**src/rtl/period_count_if.sv**
```systemverilog
// Signal bundle between a measured source and period_count.
//   PWRDWN        : synchronous power-down request (to DUT)
//   meas_in       : signal under measurement, asynchronous (to DUT)
//   period_length : last measured period in clk cycles, 0 = none (from DUT)
//   high_length   : high time of the last measured period (from DUT)
//   period_valid  : one-cycle pulse on a new measurement (from DUT)
//   timeout       : sticky "no edge seen for TIMEOUT cycles" flag (from DUT)
interface period_count_if;
   logic        PWRDWN;
   logic        meas_in;
   logic [31:0] period_length;
   logic [31:0] high_length;
   logic        period_valid;
   logic        timeout;

   modport slave (
      input  PWRDWN,
      input  meas_in,
      output period_length,
      output high_length,
      output period_valid,
      output timeout
   );

   modport master (
      output PWRDWN,
      output meas_in,
      input  period_length,
      input  high_length,
      input  period_valid,
      input  timeout
   );
endinterface

```
**src/rtl/period_count.sv**
```systemverilog
// Measures period and high time of an asynchronous input in clk cycles.
//   clk   : sampling clock
//   RST_N : asynchronous active-low reset
//   bus   : period_count_if.slave (PWRDWN, meas_in in; results out)
// A rise is detected after a two-flop synchronizer plus a history flop.
// Results are registered and appear the cycle after the detecting rise.
module period_count #(
   parameter int unsigned TIMEOUT = 1000000
) (
   input  logic          clk,
   input  logic          RST_N,
   period_count_if.slave bus
);
   localparam int unsigned W = 32;
   localparam logic [W-1:0] TIMEOUT_C = W'(TIMEOUT);

   localparam logic [0:0] IDLE  = 1'b0;
   localparam logic [0:0] COUNT = 1'b1;

   logic [0:0]   state_q, state_d;
   logic         s1_q, s2_q, s3_q;
   logic [W-1:0] cnt_q, cnt_d;
   logic [W-1:0] hcnt_q, hcnt_d;
   logic [W-1:0] period_length_q, period_length_d;
   logic [W-1:0] high_length_q, high_length_d;
   logic         period_valid_q, period_valid_d;
   logic         timeout_q, timeout_d;
   logic         rise;
   logic         level;

   assign rise  = s2_q & ~s3_q;
   assign level = s2_q;

   // Synchronizer keeps sampling through power-down so no false edge at exit.
   always_ff @(posedge clk or negedge RST_N) begin
      if (!RST_N) begin
         s1_q <= 1'b0;
         s2_q <= 1'b0;
         s3_q <= 1'b0;
      end else begin
         s1_q <= bus.meas_in;
         s2_q <= s1_q;
         s3_q <= s2_q;
      end
   end

   // State and result registers.
   always_ff @(posedge clk or negedge RST_N) begin
      if (!RST_N) begin
         state_q         <= IDLE;
         cnt_q           <= '0;
         hcnt_q          <= '0;
         period_length_q <= '0;
         high_length_q   <= '0;
         period_valid_q  <= 1'b0;
         timeout_q       <= 1'b0;
      end else begin
         state_q         <= state_d;
         cnt_q           <= cnt_d;
         hcnt_q          <= hcnt_d;
         period_length_q <= period_length_d;
         high_length_q   <= high_length_d;
         period_valid_q  <= period_valid_d;
         timeout_q       <= timeout_d;
      end
   end

   // Next-state logic; a rise takes precedence over the timeout check.
   always_comb begin
      state_d         = state_q;
      cnt_d           = cnt_q;
      hcnt_d          = hcnt_q;
      period_length_d = period_length_q;
      high_length_d   = high_length_q;
      period_valid_d  = 1'b0;
      timeout_d       = timeout_q;

      if (bus.PWRDWN) begin
         state_d         = IDLE;
         cnt_d           = '0;
         hcnt_d          = '0;
         period_length_d = '0;
         high_length_d   = '0;
         timeout_d       = 1'b0;
      end else begin
         case (state_q)
            IDLE: begin
               if (rise) begin
                  cnt_d   = W'(1);
                  hcnt_d  = W'(1);
                  state_d = COUNT;
               end
            end
            COUNT: begin
               if (rise) begin
                  period_length_d = cnt_q;
                  high_length_d   = hcnt_q;
                  period_valid_d  = 1'b1;
                  timeout_d       = 1'b0;
                  cnt_d           = W'(1);
                  hcnt_d          = W'(1);
               end else if (cnt_q == TIMEOUT_C) begin
                  period_length_d = '0;
                  high_length_d   = '0;
                  timeout_d       = 1'b1;
                  cnt_d           = '0;
                  hcnt_d          = '0;
                  state_d         = IDLE;
               end else begin
                  cnt_d  = cnt_q + W'(1);
                  hcnt_d = hcnt_q + W'(level);
               end
            end
            default: begin
               state_d = IDLE;
               cnt_d   = '0;
               hcnt_d  = '0;
            end
         endcase
      end
   end

   assign bus.period_length = period_length_q;
   assign bus.high_length   = high_length_q;
   assign bus.period_valid  = period_valid_q;
   assign bus.timeout       = timeout_q;
endmodule

```
**src/flat_wrapper.sv**
```systemverilog
// flat-port wrapper written by rule: the top's interface ports become plain ports
module period_count_flat 
#(
   parameter int unsigned TIMEOUT = 1000000
)
  (clk, RST_N, bus_PWRDWN, bus_meas_in, bus_period_length, bus_high_length, bus_period_valid, bus_timeout);
  period_count_if bus_i ();
  input  logic clk;
  input  logic RST_N;
  input wire logic [$bits(bus_i.PWRDWN)-1:0] bus_PWRDWN;
  input wire logic [$bits(bus_i.meas_in)-1:0] bus_meas_in;
  output wire logic [$bits(bus_i.period_length)-1:0] bus_period_length;
  output wire logic [$bits(bus_i.high_length)-1:0] bus_high_length;
  output wire logic [$bits(bus_i.period_valid)-1:0] bus_period_valid;
  output wire logic [$bits(bus_i.timeout)-1:0] bus_timeout;
  assign bus_i.PWRDWN = bus_PWRDWN;
  assign bus_i.meas_in = bus_meas_in;
  assign bus_period_length = bus_i.period_length;
  assign bus_high_length = bus_i.high_length;
  assign bus_period_valid = bus_i.period_valid;
  assign bus_timeout = bus_i.timeout;
  period_count #(.TIMEOUT(TIMEOUT)) u_core (.clk(clk), .RST_N(RST_N), .bus(bus_i));
endmodule
```
**config.mk**
```make
export PLATFORM = sky130hd
export DESIGN_NAME = period_count_flat
export DESIGN_NICKNAME = d
export VERILOG_FILES = /design/src/rtl/period_count_if.sv /design/src/rtl/period_count.sv /design/src/flat_wrapper.sv
export SDC_FILE = /design/constraint.sdc
export NUM_CORES = 1
export LEC_CHECK = 0
export CORE_ASPECT_RATIO = 1.5
export CORE_UTILIZATION = 35
export CTS_CLUSTER_SIZE = 24
export DETAILED_ROUTE_END_ITERATION = 16
export PLACE_DENSITY_LB_ADDON = 0.25
export SYNTH_ARGS = -nofsm -noshare
export SYNTH_HDL_FRONTEND = slang
export SYNTH_SLANG_ARGS = --single-unit
```
**constraint.sdc**
```tcl
create_clock -name clk -period 2.66 [get_ports clk]
set_clock_uncertainty 0.2 [all_clocks]
set_input_delay 0.266 -clock clk [delete_from_list [all_inputs] [get_ports clk]]
set_output_delay 0.266 -clock clk [all_outputs]
set_load 0.1 [all_outputs]
```
Word-level counts from Yosys, hierarchy flattened
Index checks and enable logic that the tools add are counted.

Flip-flop bits (word level): 134. Input bits: 4. Output and inout port bits: 66. Word-level logic and storage cells: 47.

Add/sub/neg operators: 2. Eq/ne operators: 2. Muxes and demuxes: 27. Bitwise logic cells: 3. Reduce and logical (&&, ||, !) cells: 3.

Operators by type and width (number): 32-bit two-way mux (14); 32-bit case mux with 2 select lines (2); 32-bit by 1-bit adder with 32-bit output (1); 32-bit by 1-bit adder with 32-bit output, second input constant (1); 32-bit by 20-bit == test with 1-bit output, second input constant (1); 1-bit two-way mux (10); 3-bit by 2-bit != test with 1-bit output, second input constant (1); 3-bit nonzero test (1); 1-bit NOT (2); 1-bit case mux with 2 select lines (1); 2-bit AND reduction (1); 2-bit nonzero test (1); 1-bit bitwise AND (1).

Depth between registers and ports, before layout
Gate-level depths: netlist of the first run.

Depth in word-level cells: 5. Mapped depth: 8. Mapped depth without buffers: 6.

Worst setup path after synthesis of the first run
No wires, ideal clock.

Path type: register to register. Start: reg u_core.cnt_q[24]. End: reg u_core.hcnt_q[23]. Setup time: 0.130 ns. Arrival time: 1.634 ns. Required time: 2.330 ns. Path slack: 0.696 ns. Stages on the path, launching flop included: 9. Path buffers: 3. Period minus slack after synthesis: 1.964 ns. Path through: dfrtp_1 -> clkbuf_1 -> nor4_1 -> nand4_1 -> and4b_2 -> a21o_1 -> buf_4 -> buf_6 -> a21oi_1.

Longest elaborated chain between the ends: 5.

Ends and longest elaborated chain: start, declared (RTL line period_count.sv:22) `logic [W-1:0] cnt_q, cnt_d;`; start signal, assigned (RTL line period_count.sv:59) `cnt_q <= cnt_d;`; 32-bit by 20-bit == test with 1-bit output (RTL line period_count.sv:102) `end else if (cnt_q == TIMEOUT_C) begin`; 32-bit two-way mux (RTL line period_count.sv:102); 32-bit two-way mux (RTL line period_count.sv:95) `if (rise) begin`; 32-bit case mux with 2 select lines (RTL line period_count.sv:86) `case (state_q)`; 32-bit two-way mux (RTL line period_count.sv:78) `if (bus.PWRDWN) begin`; end signal, assigned (RTL line period_count.sv:60) `hcnt_q <= hcnt_d;`; end, declared (RTL line period_count.sv:23) `logic [W-1:0] hcnt_q, hcnt_d;`.

No other way between the ends. A chain may end at the register's enable or synchronous reset.

Worst setup path in the final report of the first run
Start: reg u_core.cnt_q[24]. End: reg u_core.period_length_q[9], in the netlist u_core.bus.period_length[9].

Longest elaborated chain between the ends: 3.

Ends and longest elaborated chain: 32-bit by 20-bit == test with 1-bit output (RTL line period_count.sv:102); 3-bit nonzero test (no source line); 2-bit AND reduction (no source line); end signal, assigned (RTL line period_count.sv:61) `period_length_q <= period_length_d;`; end, declared (RTL line period_count.sv:24) `logic [W-1:0] period_length_q, period_length_d;`.

No other way between the ends.

==> qor.csv, run 1 <==
stage,metric,value,unit
yosys,Synth top cells by count,"dfrtp_1, a22o_1, nor2_1",
detailed_routing,Final ANT Viol Nets,0,
run,Max-Cap Viols,0,
detailed_routing,final WL,13.8,mm
timing,f_max,420,MHz
clock_network,Clock Tree Root,clkbuf_16,
setup_path,Worst R2R Start,u_core.cnt_q[24]$_DFFE_PN0P_,
global_routing,"Remaining Overflow, GRT",0,
yosys,"area leader, netlist",dfrtp_1,
detailed_routing,drt wl/cell,17.1,microns
clock_network,CTS tree,done,
layout,Layout Nets,595,
min_path,Hold Crit Class,in -> reg,
min_path,Hold Crit Depth,1,
setup_path,slowest cell delay on critical path,0.52,ns
setup_path,crit end category,register,
layout,synth-to-layout area growth,21.2,%
clock_network,CTS H-tree depth,4,
clock_network,later-pin clock latency in the skew report,0.41,ns
global_routing,vias in the first global route,4387,
yosys,Mapped Cells,513,
timing,unrepaired setup endpoints after global routing,false,
yosys,synthesized cell area,0.00595,sq mm
yosys,Post-synth top flop,dfrtp_1,
detailed_routing,vias per cell,5.29,
timing,fin crit share,89.5,%
timing,Final Hold Fails,0,
detailed_routing,DRT iter0 DRCs,164,
setup_path,critical path arrival,2.47,ns
yosys,syn nets,521,
setup_path,Worst path top cell family by delay,simple AND/OR/NAND/NOR gates,
placement,dpl hpwl,9.33,mm
yosys,"Avg Cell Area, Syn",11.6,sq um
timing,fin worst setup slack,0.280,ns
clock_network,"CTS clk-pin slew, worst paths",0.06,ns
power,power density over the cells,606,mW/mm^2
setup_path,CP cell instances,"nor4_1, nand4_1, and4b_2, o21ai_4, buf_4, a22o_1",
clock_network,CTS Buf Count,17,
yosys,top cell type's share of synthesized area,56.4,%
placement,I/O Buffers,69,
floorplan,die width,108,microns
timing,Slew @ Worst Pin,0.582,ns
setup_path,reg2reg setup slack,0.28,ns
setup_path,reg2reg end,u_core.bus.period_length[9]$_DFFE_PN0P_,
floorplan,Row Count,58,
placement,GPL Wtd Cong,0.771,
setup_path,startpoint class of the critical path,register,
floorplan,DIE AREA,0.0175,sq mm
clock_network,CTS Hold Bufs,1,
setup_path,"Req. time, crit path",2.75,ns
floorplan,Initial Util,35.6,%
yosys,number of synthesized flops with an enable pin,0,
yosys,ys async rst share,100,%
yosys,register area share after synthesis,56.4,%
timing,Tmin final,2.38,ns
detailed_routing,drt first pass iters,4,
setup_path,Critical-path top delay cell,nor4_1,
power,Pleak,0.00329,uW
clock_network,Sink Count,134,
setup_path,Setup CP Type,reg -> reg,
global_routing,Total GRT Usage,16.8,%
clock_network,postcts setup bufs,0,
setup_path,FF-to-FF path depth,6,
floorplan,Vert. Die Dim,162,microns
min_path,min-delay src,bus_meas_in,
detailed_routing,DR DRC count,0,
yosys,synthesized flop and latch total,134,
setup_path,Worst Path Max Fanout,33,
setup_path,Buf/Inv on CP,1,
global_routing,initial antenna violation count,0,
floorplan,IO Pins,70,
yosys,Yosys Warn Count,0,
clock_network,Resized cells post-CTS,0,
layout,# diodes,0,
timing,Setup TNS Final,0,ns
timing,Finish-stage setup viols,0,
placement,Post-Place Worst Slack,0.258,ns
min_path,Hold Path End,u_core.s1_q$_DFF_PN0_,
yosys,Synth area leaders,"dfrtp_1, a22o_1, xor2_1, nor2_1, xnor2_1",
global_routing,first-pass GRT wire length,22.8,mm
yosys,Unique masters post-synth,50,
clock_network,CTS Buffer Depth,2,
timing,Max Slew Vio Count,0,
timing,Slew Limit Headroom,61.2,%
outcome,outcome,"finished, final reports clean",
yosys,most frequent cell after synthesis,dfrtp_1,
global_routing,pin count of the biggest net entering global routing,63,
layout,layout cell share with drive strength beyond 1,21.9,%
floorplan,Core Box Area,0.0167,sq mm
detailed_routing,vias post-DR,4278,
power,worst vdd ir,384,uV
registers in the layout, summed over array words and instances, names as in the netlist:
name                      count
u_core.level                  1
u_core.s1_q                   1
u_core.bus.timeout            1
u_core.bus.period_length     32
u_core.s3_q                   1
u_core.bus.period_valid       1
u_core.bus.high_length       32
u_core.state_q                1
u_core.cnt_q                 32
u_core.hcnt_q                32
metal layers:
layer	global-route usage, %	part of all wire (%)	up-vias
met3	3.61	3.1	26
met2	29.4	52	94
li1	-	-	2001
met5	0	0	-
met1	19.7	43	2157
met4	6.94	2.2	0
worst max path at each step:
stage	startpoint	to	slack [ns]	depth (start not counted)
after CTS	u_core.cnt_q[24]$_DFFE_PN0P_	u_core.cnt_q[8]$_DFFE_PN0P_	0.26	6
after detailed placement	u_core.cnt_q[24]$_DFFE_PN0P_	u_core.cnt_q[8]$_DFFE_PN0P_	0.26	6
final	u_core.cnt_q[24]$_DFFE_PN0P_	u_core.bus.period_length[9]$_DFFE_PN0P_	0.28	6
after global routing	u_core.cnt_q[24]$_DFFE_PN0P_	u_core.cnt_q[6]$_DFFE_PN0P_	0.14	6
after floorplan	u_core.cnt_q[24]$_DFFE_PN0P_	u_core.hcnt_q[23]$_DFFE_PN0P_	0.70	8
after global placement	u_core.cnt_q[24]$_DFFE_PN0P_	u_core.cnt_q[28]$_DFFE_PN0P_	0.29	6
metrics by stage:
step	cell area (sq um)	cells	utilization (%)	hold WS [ns]	total power, uW
finish	7210	809	43.2	0.0987	4370
global route	7210	809	43.2	0.0873	4520
CTS	7210	809	43.2	0.0859	4420
detailed placement	6650	777	39.9	0.0987	2260
global placement	6650	777	39.9	0.0854	2250
floorplan	5950	513	-	-0.230	2190
cell families after synthesis:
kind of cell / share of synthesized area (%)
AO/OA/AOI/OAI: 13.1
flip-flops: 56.4
buffers and inverters: 4.50
adder cells (fa/ha/maj): 0.841
XOR/XNOR: 7.66
AND/OR/NAND/NOR: 17.5
worst reg2reg max path, delay by kind of cell (launching register included):
family / cells / cell delay [ns]
AO/OA/AOI/OAI: 2 / 0.32
AND/OR/NAND/NOR: 3 / 1.05
buffers and inverters: 1 / 0.25
flip-flops: 1 / 0.45
layout by cell type, fill, tap and decap left out, types with 2 or more instances in the layout:
cell type and instances:
dfrtp_1 134, buf_4 81, a22o_1 64, nor2_1 59
xor2_1 31, nand3_1 23, xnor2_1 21, nand2_1 20
nand4_1 19, clkbuf_16 17, a21oi_1 14, and3_1 11
nor4_1 9, o21ai_0 7, or3_1 7, nor3_1 7
inv_1 6, nand2b_1 5, clkbuf_8 5, nand4_2 4
ha_1 4, nor4b_1 3, and4_1 3, clkinvlp_4 3
clkinv_2 3, and2_1 2, a31oi_1 2, nor4_2 2
clkbuf_1 2, clkdlybuf4s50_1 2, buf_12 2
final cells by class:
type                    instances  area [sq um]
clock buffers                  24           502
clock inverters                 7          46.3
inverters                       6          22.5
flip-flops and latches        134          3350
well taps                     210           263
multi-input cells             341          2340
repair buffers                 87           689
fillers                      1584          9480
power by group:
| group | switching (uW) | leakage (uW) | internal [uW] | total [uW] |
|---|---|---|---|---|
| Clock | 845 | 0.000264 | 1310 | 2150 |
| Sequential | 11.2 | 0.00186 | 2050 | 2060 |
| Combinational | 120 | 0.00117 | 36.6 | 156 |
| Total | 976 | 0.00329 | 3390 | 4370 |
No activity file was read; power rests on OpenSTA's default activity.
==> inputs of run 2 (changes only) <==
--- a/config.mk
+++ b/config.mk
@@ -7,7 +7,7 @@
 export LEC_CHECK = 0
 export CORE_ASPECT_RATIO = 1.5
 export CORE_UTILIZATION = 35
-export CTS_CLUSTER_SIZE = 24
+export CTS_CLUSTER_SIZE = 25
 export DETAILED_ROUTE_END_ITERATION = 16
 export PLACE_DENSITY_LB_ADDON = 0.25
 export SYNTH_ARGS = -nofsm -noshare
==> results of run 2 <==
Final layout, timing and power as in run 1 (identical DEF).
